--- src/rtl/kdf_run_pkg.sv ---
// Shared widths and state encoding for the KDF run sequencer.
package kdf_run_pkg;

  localparam int SALT_W  = 64;
  localparam int COUNT_W = 32;
  localparam int PWD_W   = 32;
  localparam int KEY_W   = 128;
  localparam int CYC_W   = 32;

  typedef enum logic [1:0] {
    IDLE     = 2'd0,
    HOLD_RST = 2'd1,
    RUN      = 2'd2,
    DONE     = 2'd3
  } run_state_e;

endpackage

--- src/rtl/kdf_run_sequencer_counter.sv ---
// Free-running cycle counter with synchronous clear and count enable.
module run_cycle_counter
  import kdf_run_pkg::*;
(
  input  logic             clk,
  input  logic             rst,
  input  logic             clr,
  input  logic             en,
  output logic [CYC_W-1:0] count
);

  // Clear has priority over enable so a new phase always starts at zero.
  always_ff @(posedge clk) begin
    if (rst || clr) begin
      count <= '0;
    end else if (en) begin
      count <= count + CYC_W'(1);
    end
  end

endmodule

--- src/rtl/kdf_run_sequencer.sv ---
// Sequences one measured KDF run: parameter latch, UUT reset hold,
// cycle-counted run with timeout, and result capture.
//
// state    | meaning
// IDLE     | waiting for start, UUT held in reset
// HOLD_RST | UUT held in reset for RST_CYCLES cycles
// RUN      | UUT released, counting cycles until end or timeout
// DONE     | one-cycle completion pulse, then back to IDLE
module kdf_run_sequencer
  import kdf_run_pkg::*;
#(
  parameter int unsigned      RST_CYCLES     = 16,
  parameter logic [CYC_W-1:0] TIMEOUT_CYCLES = 32'hFFFF_FFFF
) (
  input  logic               clk,
  input  logic               rst,
  input  logic               start,
  input  logic               abort,
  input  logic [SALT_W-1:0]  salt_in,
  input  logic [COUNT_W-1:0] count_in,
  input  logic [PWD_W-1:0]   password_in,
  output logic               busy,
  output logic               done,
  output logic               valid,
  output logic               timeout,
  output logic [KEY_W-1:0]   key_out,
  output logic [CYC_W-1:0]   cycles_out,
  output logic               rst_uut,
  output logic [SALT_W-1:0]  salt_uut,
  output logic [COUNT_W-1:0] count_uut,
  output logic [PWD_W-1:0]   password_uut,
  input  logic [KEY_W-1:0]   key_derivated_uut,
  input  logic               end_signal_uut
);

  localparam logic [CYC_W-1:0] HOLD_LAST = CYC_W'(RST_CYCLES - 1);
  localparam logic [CYC_W-1:0] RUN_LAST  = TIMEOUT_CYCLES - CYC_W'(1);

  run_state_e       state, state_nxt;
  logic [CYC_W-1:0] hold_cnt, run_cnt;
  logic             accept, hold_en, run_clr, run_en, cap_end, cap_tmo;

  run_cycle_counter u_hold_cnt (
    .clk   (clk),
    .rst   (rst),
    .clr   (accept),
    .en    (hold_en),
    .count (hold_cnt)
  );

  run_cycle_counter u_run_cnt (
    .clk   (clk),
    .rst   (rst),
    .clr   (run_clr),
    .en    (run_en),
    .count (run_cnt)
  );

  // State register.
  always_ff @(posedge clk) begin
    if (rst) begin
      state <= IDLE;
    end else begin
      state <= state_nxt;
    end
  end

  // Next state, status outputs and counter/capture strobes.
  always_comb begin
    state_nxt = state;
    busy      = 1'b0;
    done      = 1'b0;
    rst_uut   = 1'b1;
    accept    = 1'b0;
    hold_en   = 1'b0;
    run_clr   = 1'b0;
    run_en    = 1'b0;
    cap_end   = 1'b0;
    cap_tmo   = 1'b0;
    case (state)
      IDLE: begin
        if (start) begin
          accept    = 1'b1;
          state_nxt = HOLD_RST;
        end
      end
      HOLD_RST: begin
        busy    = 1'b1;
        hold_en = 1'b1;
        if (abort) begin
          state_nxt = IDLE;
        end else if (hold_cnt == HOLD_LAST) begin
          run_clr   = 1'b1;
          state_nxt = RUN;
        end
      end
      RUN: begin
        busy    = 1'b1;
        rst_uut = 1'b0;
        if (abort) begin
          state_nxt = IDLE;
        end else if (end_signal_uut) begin
          cap_end   = 1'b1;
          state_nxt = DONE;
        end else if (run_cnt == RUN_LAST) begin
          cap_tmo   = 1'b1;
          state_nxt = DONE;
        end else begin
          run_en = 1'b1;
        end
      end
      DONE: begin
        done      = 1'b1;
        state_nxt = IDLE;
      end
      default: state_nxt = IDLE;
    endcase
  end

  // Parameter latch on accept; result capture on end or timeout.
  always_ff @(posedge clk) begin
    if (rst) begin
      salt_uut     <= '0;
      count_uut    <= '0;
      password_uut <= '0;
      key_out      <= '0;
      cycles_out   <= '0;
      valid        <= 1'b0;
      timeout      <= 1'b0;
    end else if (accept) begin
      salt_uut     <= salt_in;
      count_uut    <= count_in;
      password_uut <= password_in;
      key_out      <= '0;
      cycles_out   <= '0;
      valid        <= 1'b0;
      timeout      <= 1'b0;
    end else if (cap_end) begin
      key_out    <= key_derivated_uut;
      cycles_out <= run_cnt;
      valid      <= 1'b1;
    end else if (cap_tmo) begin
      cycles_out <= TIMEOUT_CYCLES;
      timeout    <= 1'b1;
      valid      <= 1'b1;
    end
  end

endmodule
--- config.mk ---
export PLATFORM = sky130hd
export DESIGN_NAME = kdf_run_sequencer
export DESIGN_NICKNAME = d
export VERILOG_FILES = /design/src/rtl/kdf_run_pkg.sv /design/src/rtl/kdf_run_sequencer_counter.sv /design/src/rtl/kdf_run_sequencer.sv
export SDC_FILE = /design/constraint.sdc
export NUM_CORES = 1
export LEC_CHECK = 0
export BUFFER_PORTS_ARGS = -buffer_cell sky130_fd_sc_hd__buf_2
export CAP_MARGIN = 0
export CORE_AREA = 2 2 213 215
export DETAILED_ROUTE_END_ITERATION = 16
export DIE_AREA = 0 0 215 217
export GPL_ROUTABILITY_DRIVEN = 0
export PLACE_DENSITY = 0.64
export SLEW_MARGIN = 20
export SYNTH_ARGS = -nofsm -noshare
export SYNTH_HDL_FRONTEND = slang
export SYNTH_SLANG_ARGS = --single-unit
--- constraint.sdc ---
create_clock -name clk -period 8 [get_ports clk]
set_clock_uncertainty 0.2 [all_clocks]
set_input_delay 1.6 -clock clk [delete_from_list [all_inputs] [get_ports clk]]
set_output_delay 1.6 -clock clk [all_outputs]
set_load 0.03 [all_outputs]
### After elaboration in Yosys (flattened, before gate mapping)

Cells that the tools add are included.

* reduce and logical (&&, ||, !) cells: 8
* eq/ne operators: 8
* add/sub/neg operators: 2
* bitwise operators: 1
* mux-type cells: 31

Operators with widths (count)
* $add A32 B1 Y32 const B: 2
* $mux W32: 2
* $eq A32 B32 Y1 const B: 1
* $eq A32 B4 Y1 const B: 1
* $mux W1: 22
* $mux W2: 6
* $pmux W2 S4: 1
* $eq A2 B2 Y1 const B: 2
* $ne A4 B4 Y1 const B: 1
* $reduce_or A2 Y1: 2
* $ne A3 B3 Y1 const B: 1
* $reduce_and A3 Y1: 1
* $eq A2 B1 Y1 const B: 1
* $logic_not A2 Y1: 1
* $logic_or A1 B1 Y1: 2
* $ne A2 B2 Y1 const B: 1
* $reduce_and A2 Y1: 1
* $reduce_bool A2 Y1: 1
* $not A1 Y1: 1

* output and inout bits: 293
* logic and storage cells: 60
* register bits after elaboration: 356
* input port bits: 261

### Logic depth before layout (Yosys ltp)

Gate-level depths: netlist of run 1.

* word-level depth: 7
* depth in mapped cells: 10

### By module

Synthesis of run 1 repeated with hierarchy kept, for this count alone.

* cell total of the unflattened synthesis: 1665
* area, all modules: 13564.3 µm²

Modules (own cells, without submodules)
* kdf_run_sequencer: area each 10431.3 µm², instances 1, cells each 1309
* run_cycle_counter: area each 1566.5 µm², instances 2, cells each 178

### Worst setup path after synthesis of run 1

OpenSTA, ideal clock, no wires.

* path type: input-to-reg
* start: input port abort
* end: register u_run_cnt.count[31]
* setup time: 0.070 ns
* stages on the path: 6
* data arrival time: 3.503 ns
* path slack: 4.226 ns
* path through: or3b_1 -> clkbuf_2 -> or4_4 -> a211o_1 -> or4_1 -> a21oi_1

* cells in the longest elaborated chain, start to end: 3
* elaborated cells between the ends (all ways): 5
* classes of those cells: mux: 4; reduce/logical: 1

RTL lines
* start, declared: RTL line kdf_run_sequencer.sv:18 `input logic abort,`
* $mux W1: RTL line kdf_run_sequencer.sv:90 `if (abort) begin`
* $mux W1: RTL line kdf_run_sequencer.sv:80 `case (state)`
* $logic_or A1 B1 Y1: RTL line kdf_run_sequencer_counter.sv:14 `if (rst || clr) begin`
* end signal, assigned: RTL line kdf_run_sequencer_counter.sv:17 `count <= count + CYC_W'(1);`
* end, declared: RTL line kdf_run_sequencer_counter.sv:9 `output logic [CYC_W-1:0] count`

Several ways; a longest one is shown, not always the timed one.
A chain may end at the register's enable or synchronous reset.

### Worst setup path in the final report of run 1

Same ends and word-level chain as after synthesis.

==> impl_metrics.py, run 1 <==
metrics = {
    "critical_path": {
        "cp_max_fo": 35,
        "endpoint_kind": "register",
        "slowest_stage": "or4_4",
        "arrival_ns": 3.87,
        "cpPeakStageDelay_ns": 0.60,
        "r2r-end": "u_run_cnt.count[31]$_SDFFE_PP0P_",
        "start_kind": "primary input",
        "cp.required_ns": 8.27,
        "crit_chain": "buf_2 > or3b_1 > buf_4 > or4_4 > a211o_1 > or4_1 > a21oi_1",
        "r2r-start": "state[0]$_SDFFE_PP0P_",
        "r2r_slack_ns": 4.90,
        "reg2regPathDepth": 8,
        "criticalPathCategory": "primary input to register",
    },
    "synthesis": {
        "synthesis.area_mm2": 0.0131,
        "synth_seq_cells": 356,
        "async_flop_share": 0,
        "synth_top_area_share": 0.542,
        "synth_cells": 1593,
        "seq_area_frac_synth": 0.542,
        "avgSynthCellArea_um2": 8.25,
        "syn_nets": 1862,
        "ys_warn_count": 0,
        "synth_area_leaders": "dfxtp_1 (54%), nand2_1 (16%), a21oi_1 (11%)",
        "synth-edff-count": 0,
        "ys.flop_type": "dfxtp_1",
        "synth_top_cell_by_area": "dfxtp_1",
        "ys_types": 46,
    },
    "placement": {
        "dp_hpwl_mm": 29.2,
        "place_inst": 2642,
        "place_area_mm2": 0.0163,
        "io_buffers": 553,
    },
    "status": {
        "outcome": "completed",
    },
    "global_routing": {
        "grt_pass1_wl_mm": 63.7,
        "overflow": 0,
        "grt_usage": 0.166,
        "busiest_layer": "met2",
        "use_met1": 0.196,
        "grt_pass1_vias": 12300,
        "gr-usage-met2": 0.281,
        "grt_max_degree": 113,
        "antenna_found_initial": 2,
        "met3_usage": 0.0481,
    },
    "finish": {
        "final_cell_count_no_fill": 2710,
        "nNetsFinal": 2352,
        "drive_gt1_frac": 0.316,
        "fin_area_mm2": 0.0176,
        "final_util": 0.394,
        "area_growth_pct": 34.0,
    },
    "sta": {
        "tns_ns": 0,
        "fin_crit_ns": 3.60,
        "period_share": 0.450,
        "hold_viol": 0,
        "setup_viol": 0,
        "relSlewSlack": 0.317,
        "final_max_slew_viol_count": 0,
        "tightest_slew_ns": 1.02,
        "rsz0062_at_grt": "false",
        "fmax_mhz": 278,
        "whs_ns": 0.249,
    },
    "clock_tree": {
        "cts_buffers": 39,
        "root_buffer": "clkbuf_16",
        "cts_num_sinks": 356,
        "path_clk_slew_ns": 0.06,
        "htree_levels": 2,
        "cts_tree": "done",
        "cts_setup_buffers": 0,
        "clock_latency_ns": 0.54,
        "cts_hold_buffers": 0,
        "post_cts_resized": 0,
        "cts_buffer_depth": 3,
    },
    "routing": {
        "ant_nets": 0,
        "num_vias": 13000,
        "wl_mm": 41.2,
        "viasPerCell": 4.80,
        "drtPass1Iterations": 5,
        "drc": 0,
        "wire_per_inst_um": 15.2,
        "drt_iter0_markers": 843,
    },
    "floorplanning": {
        "die-area_mm2": 0.0467,
        "die_h_um": 217,
        "core_area_mm2": 0.0447,
        "start_util": 0.294,
        "die_width_um": 215,
        "boundaryPins": 554,
        "rows": 78,
    },
    "run": {
        "max_cap_viol_count": 0,
    },
    "worst_hold_path": {
        "hp-class": "register to register",
        "min_path_cells": 2,
        "holdCritStartpoint": "count_uut[19]$_SDFFE_PP0P_",
        "worstHoldEndpoint": "count_uut[19]$_SDFFE_PP0P_",
    },
    "pwr": {
        "power.share.switching": 0.255,
        "pwr-share-seq": 0.459,
        "p_int_mw": 3.01,
        "pwr-share-comb": 0.104,
        "power_density_mw_per_mm2": 230,
        "vdd.ir_drop.worst_mv": 0.178,
        "clock_power_share": 0.437,
        "p_sw_mw": 1.03,
        "p_leak_nw": 7.49,
    },
}
[stage by stage]
step                      power [mW]  setup WS [ns]
final                           4.05           4.40
after global routing            4.21           4.33
after floorplan                 2.15           4.23
after CTS                       4.09           4.24
after global placement          2.31           3.67
after detailed placement        2.32           3.64
[power by group through the flow]
stage / Combinational (mW) / Sequential [mW] / Clock, mW
finish: 0.423 / 1.86 / 1.77
global route: 0.461 / 1.86 / 1.89
CTS: 0.426 / 1.86 / 1.81
detailed placement: 0.425 / 1.89 / 0
global placement: 0.421 / 1.89 / 0
floorplan: 0.158 / 2.00 / 0
[layout make-up]
type                    count  area [um^2]
fillers                  4601        27100
flip-flops and latches    356         7130
multi-input cells        1114         5590
repair buffers            564         2860
clock buffers              60         1200
well taps                 600          751
clock inverters             6         60.1
inverters                   8         30.0
diodes                      2         5.00
[kinds of logic (layout without fill, tap and decap cells)]
kind of cell	Yosys count	in the layout	share of synthesized area
AOI/OAI and AO/OA	368	368	0.165
xor gates and xnor gates	29	29	0.0193
adders and majority gates	8	8	0.00762
buffers and inverters	123	638	0.0355
DFF	356	356	0.542
muxes	3	3	0.00228
other	0	2	0
and+or+nand+nor	706	706	0.228
[sequential cells by signal, summed over array words and instances (netlist names)]
signal and cells:
state 2, salt_uut 64, u_run_cnt.count 32, password_uut 32
timeout 1, key_out 128, u_hold_cnt.count 32, valid 1
cycles_out 32, count_uut 32
[worst max-delay path by stage]
| stage | from | slack (ns) | cells past startpoint | endpoint |
|---|---|---|---|---|
| 4_1_cts | rst | 4.24 | 5 | u_hold_cnt.count[24]$_SDFFE_PP0N_ |
| 3_3_place_gp | rst | 3.67 | 5 | u_hold_cnt.count[24]$_SDFFE_PP0N_ |
| 2_1_floorplan | abort | 4.23 | 6 | u_run_cnt.count[31]$_SDFFE_PP0P_ |
| 6_report | abort | 4.40 | 7 | u_run_cnt.count[31]$_SDFFE_PP0P_ |
| 5_1_grt | abort | 4.33 | 7 | u_run_cnt.count[31]$_SDFFE_PP0P_ |
| 3_5_place_dp | rst | 3.64 | 5 | u_hold_cnt.count[24]$_SDFFE_PP0N_ |
[cells in the final DEF, fill, tap and decap left out, types with 15 or more instances in the layout]
master / instances
a21oi_1: 280
buf_2: 552
clkbuf_16: 41
dfxtp_1: 356
nand2_1: 543
nand3_1: 19
nand4_1: 17
nor2_1: 39
o221a_2: 32
o31ai_1: 15
or4_1: 18
xnor2_1: 16
[layer usage]
layer,vias up,share of wire
met2,479,0.48
li1,6370,-
met4,0,0.040
met1,6068,0.40
met5,-,0
met3,94,0.077
[critical path, delay by kind of cell]
family	cells	cell delay (ns)
AO/OA/AOI/OAI	2	0.52
AND/OR/NAND/NOR	3	1.38
buffers and inverters	2	0.36
[cells in the mapped netlist, types with 9 or more instances]
cell type / number
nand4_1: 17
xor2_1: 13
dfxtp_1: 356
a21oi_1: 280
and3_1: 12
xnor2_1: 16
clkbuf_1: 103
nor2_1: 40
o221a_2: 32
o21ai_0: 10
nand3_1: 19
or3_1: 10
or4_1: 18
nor4_1: 9
and4_1: 13
o31ai_1: 15
nand2_1: 545
Power figures use the tool's default switching activity.
==> run 2: changes to the inputs <==
==> constraint.sdc (replaced) <==
create_clock -name clk -period 3.44 [get_ports clk]
set_clock_uncertainty 0.2 [all_clocks]
set_input_delay 0.688 -clock clk [delete_from_list [all_inputs] [get_ports clk]]
set_output_delay 0.688 -clock clk [all_outputs]
set_load 0.03 [all_outputs]
==> run 2 against run 1 <==
Global-route usage grew 0.11 points. Die area is the same. Clock power grew to 2.6 times the previous value. Sequential power grew 130%. Via count is essentially flat. Sequential share of layout area shrank 0.62 points. Utilization grew 0.61 points. Highest routed layer is now met5. Register-to-register slack lost 4.3 ns.
==> impl_metrics.py, run 2 (synthesis gave the netlist of run 1 again) <==
metrics = {
    "routing": {
        "wire_per_inst_um": 15.1,
        "ant_nets": 0,
        "drc": 0,
        "num_vias": 13000,
        "wl_mm": 41.2,
        "drt_iter0_markers": 816,
        "drtPass1Iterations": 5,
        "viasPerCell": 4.78,
    },
    "finish": {
        "largest_reg_flops": 128,
        "top_register": "key_out",
        "top_regs": "key_out: 128 flops, salt_uut: 64 flops",
        "fin_area_mm2": 0.0179,
        "drive_gt1_frac": 0.321,
        "final_util": 0.400,
        "final_cell_mix": "buf_2 (552), nand2_1 (543), dfxtp_1 (356)",
        "nNetsFinal": 2363,
        "area_growth_pct": 36.1,
        "final_common_cell": "buf_2",
    },
    "critical_path": {
        "cp_max_fo": 8,
        "reg2regPathDepth": 7,
        "startpoint": "state[0]$_SDFFE_PP0P_",
        "criticalPathCategory": "register to register",
        "r2r-start": "state[0]$_SDFFE_PP0P_",
        "critPathCapture": "u_run_cnt.count[31]$_SDFFE_PP0P_",
        "arrival_ns": 3.18,
        "cp.required_ns": 3.74,
        "r2r_slack_ns": 0.57,
        "r2r-end": "u_run_cnt.count[31]$_SDFFE_PP0P_",
        "endpoint_kind": "register",
        "start_kind": "register",
    },
    "floorplanning": {
        "die-area_mm2": 0.0467,
        "core_area_mm2": 0.0447,
        "die_width_um": 215,
        "die_h_um": 217,
        "boundaryPins": 554,
        "start_util": 0.294,
        "rows": 78,
    },
    "placement": {
        "dp_hpwl_mm": 29.4,
        "place_area_mm2": 0.0165,
        "io_buffers": 553,
    },
    "worst_hold_path": {
        "min_path_cells": 3,
        "hp-class": "primary input to register",
    },
    "clock_tree": {
        "cts_buffer_depth": 3,
        "path_clk_slew_ns": 0.06,
        "cts_num_sinks": 356,
        "post_cts_resized": 0,
        "clock_latency_ns": 0.57,
        "htree_levels": 2,
        "cts_tree": "done",
        "cts_hold_buffers": 0,
        "root_buffer": "clkbuf_16",
        "cts_setup_buffers": 0,
        "cts_buffers": 40,
    },
    "pwr": {
        "p_sw_mw": 2.55,
        "clock_power_share": 0.463,
        "power.share.switching": 0.258,
        "pwr-share-seq": 0.436,
        "pwr-share-comb": 0.101,
        "p_leak_nw": 7.63,
        "p_int_mw": 7.34,
        "power_density_mw_per_mm2": 553,
        "vdd.ir_drop.worst_mv": 0.340,
    },
    "sta": {
        "final_max_slew_viol_count": 0,
        "rsz0062_at_grt": "false",
        "relSlewSlack": 0.521,
        "setup_viol": 0,
        "hold_viol": 0,
        "tightest_slew_ns": 0.719,
        "tns_ns": 0,
        "fin_crit_ns": 2.87,
        "period_share": 0.836,
        "fmax_mhz": 348,
    },
    "global_routing": {
        "antenna_found_initial": 3,
        "grt_usage": 0.167,
        "grt_max_degree": 129,
        "grt_pass1_wl_mm": 64.2,
        "grt_pass1_vias": 12200,
        "overflow": 0,
    },
    "status": {
        "outcome": "completed",
    },
    "run": {
        "max_cap_viol_count": 0,
    },
}
run 2: cell type report:
class	count	area (um^2)
Fill cell	4605	26800
Multi-Input combinational cell	1114	5590
Clock buffer	55	1130
Antenna cell	1	2.50
Inverter	8	30.0
Tap cell	600	751
Timing Repair Buffer	574	2980
Sequential cell	356	7130
Clock inverter	16	292
run 2: worst min-delay path by stage:
stage	startpoint	endpoint	slack, ns
finish	count_in[31]	count_uut[31]$_SDFFE_PP0P_	0.14
detailed placement	password_uut[1]$_SDFFE_PP0P_	password_uut[1]$_SDFFE_PP0P_	0.24
global route	count_in[31]	count_uut[31]$_SDFFE_PP0P_	0.12
CTS	salt_in[59]	salt_uut[59]$_SDFFE_PP0P_	0.10
global placement	salt_uut[12]$_SDFFE_PP0P_	salt_uut[12]$_SDFFE_PP0P_	0.24
floorplan	u_hold_cnt.count[31]$_SDFFE_PP0N_	u_hold_cnt.count[31]$_SDFFE_PP0N_	0.26
run 2: critical path, stage by stage, from the launching register on:
cell and delay, ns:
dfxtp_1 0.33, inv_1 0.13, ha_1 0.22, or3b_1 0.41, or4_4 0.58, a211o_1 0.36
or4_1 0.41, a21oi_1 0.15
run 2: power by group through the flow:
stage	Sequential [mW]	Combinational [mW]	Clock [mW]
2_1_floorplan	4.64	0.367	0
3_3_place_gp	4.40	0.993	0
3_5_place_dp	4.40	1.01	0
4_1_cts	4.31	1.01	4.70
5_1_grt	4.33	1.09	4.88
6_report	4.31	0.997	4.58
run 2: per-stage QoR:
stage          total power [mW]  cells  hold slack, ns  worst slack, ns
5_1_grt                    10.3   2723           0.121            0.460
2_1_floorplan              5.01   1593           0.258            0.578
3_3_place_gp               5.39   2652           0.238            0.416
6_report                   9.89   2724           0.143            0.565
3_5_place_dp               5.41   2652           0.243            0.407
4_1_cts                    10.0   2723           0.102            0.566
run 2: metal layers:
layer | wire length [um] | vias to the layer above | GRT usage | share of wire
li1 | - | 6408 | - | -
met1 | 16700 | 6066 | 0.203 | 0.41
met2 | 19900 | 452 | 0.282 | 0.48
met3 | 3410 | 80 | 0.0531 | 0.083
met4 | 1170 | 2 | 0.0540 | 0.028
met5 | 11 | - | 0 | 0.00027
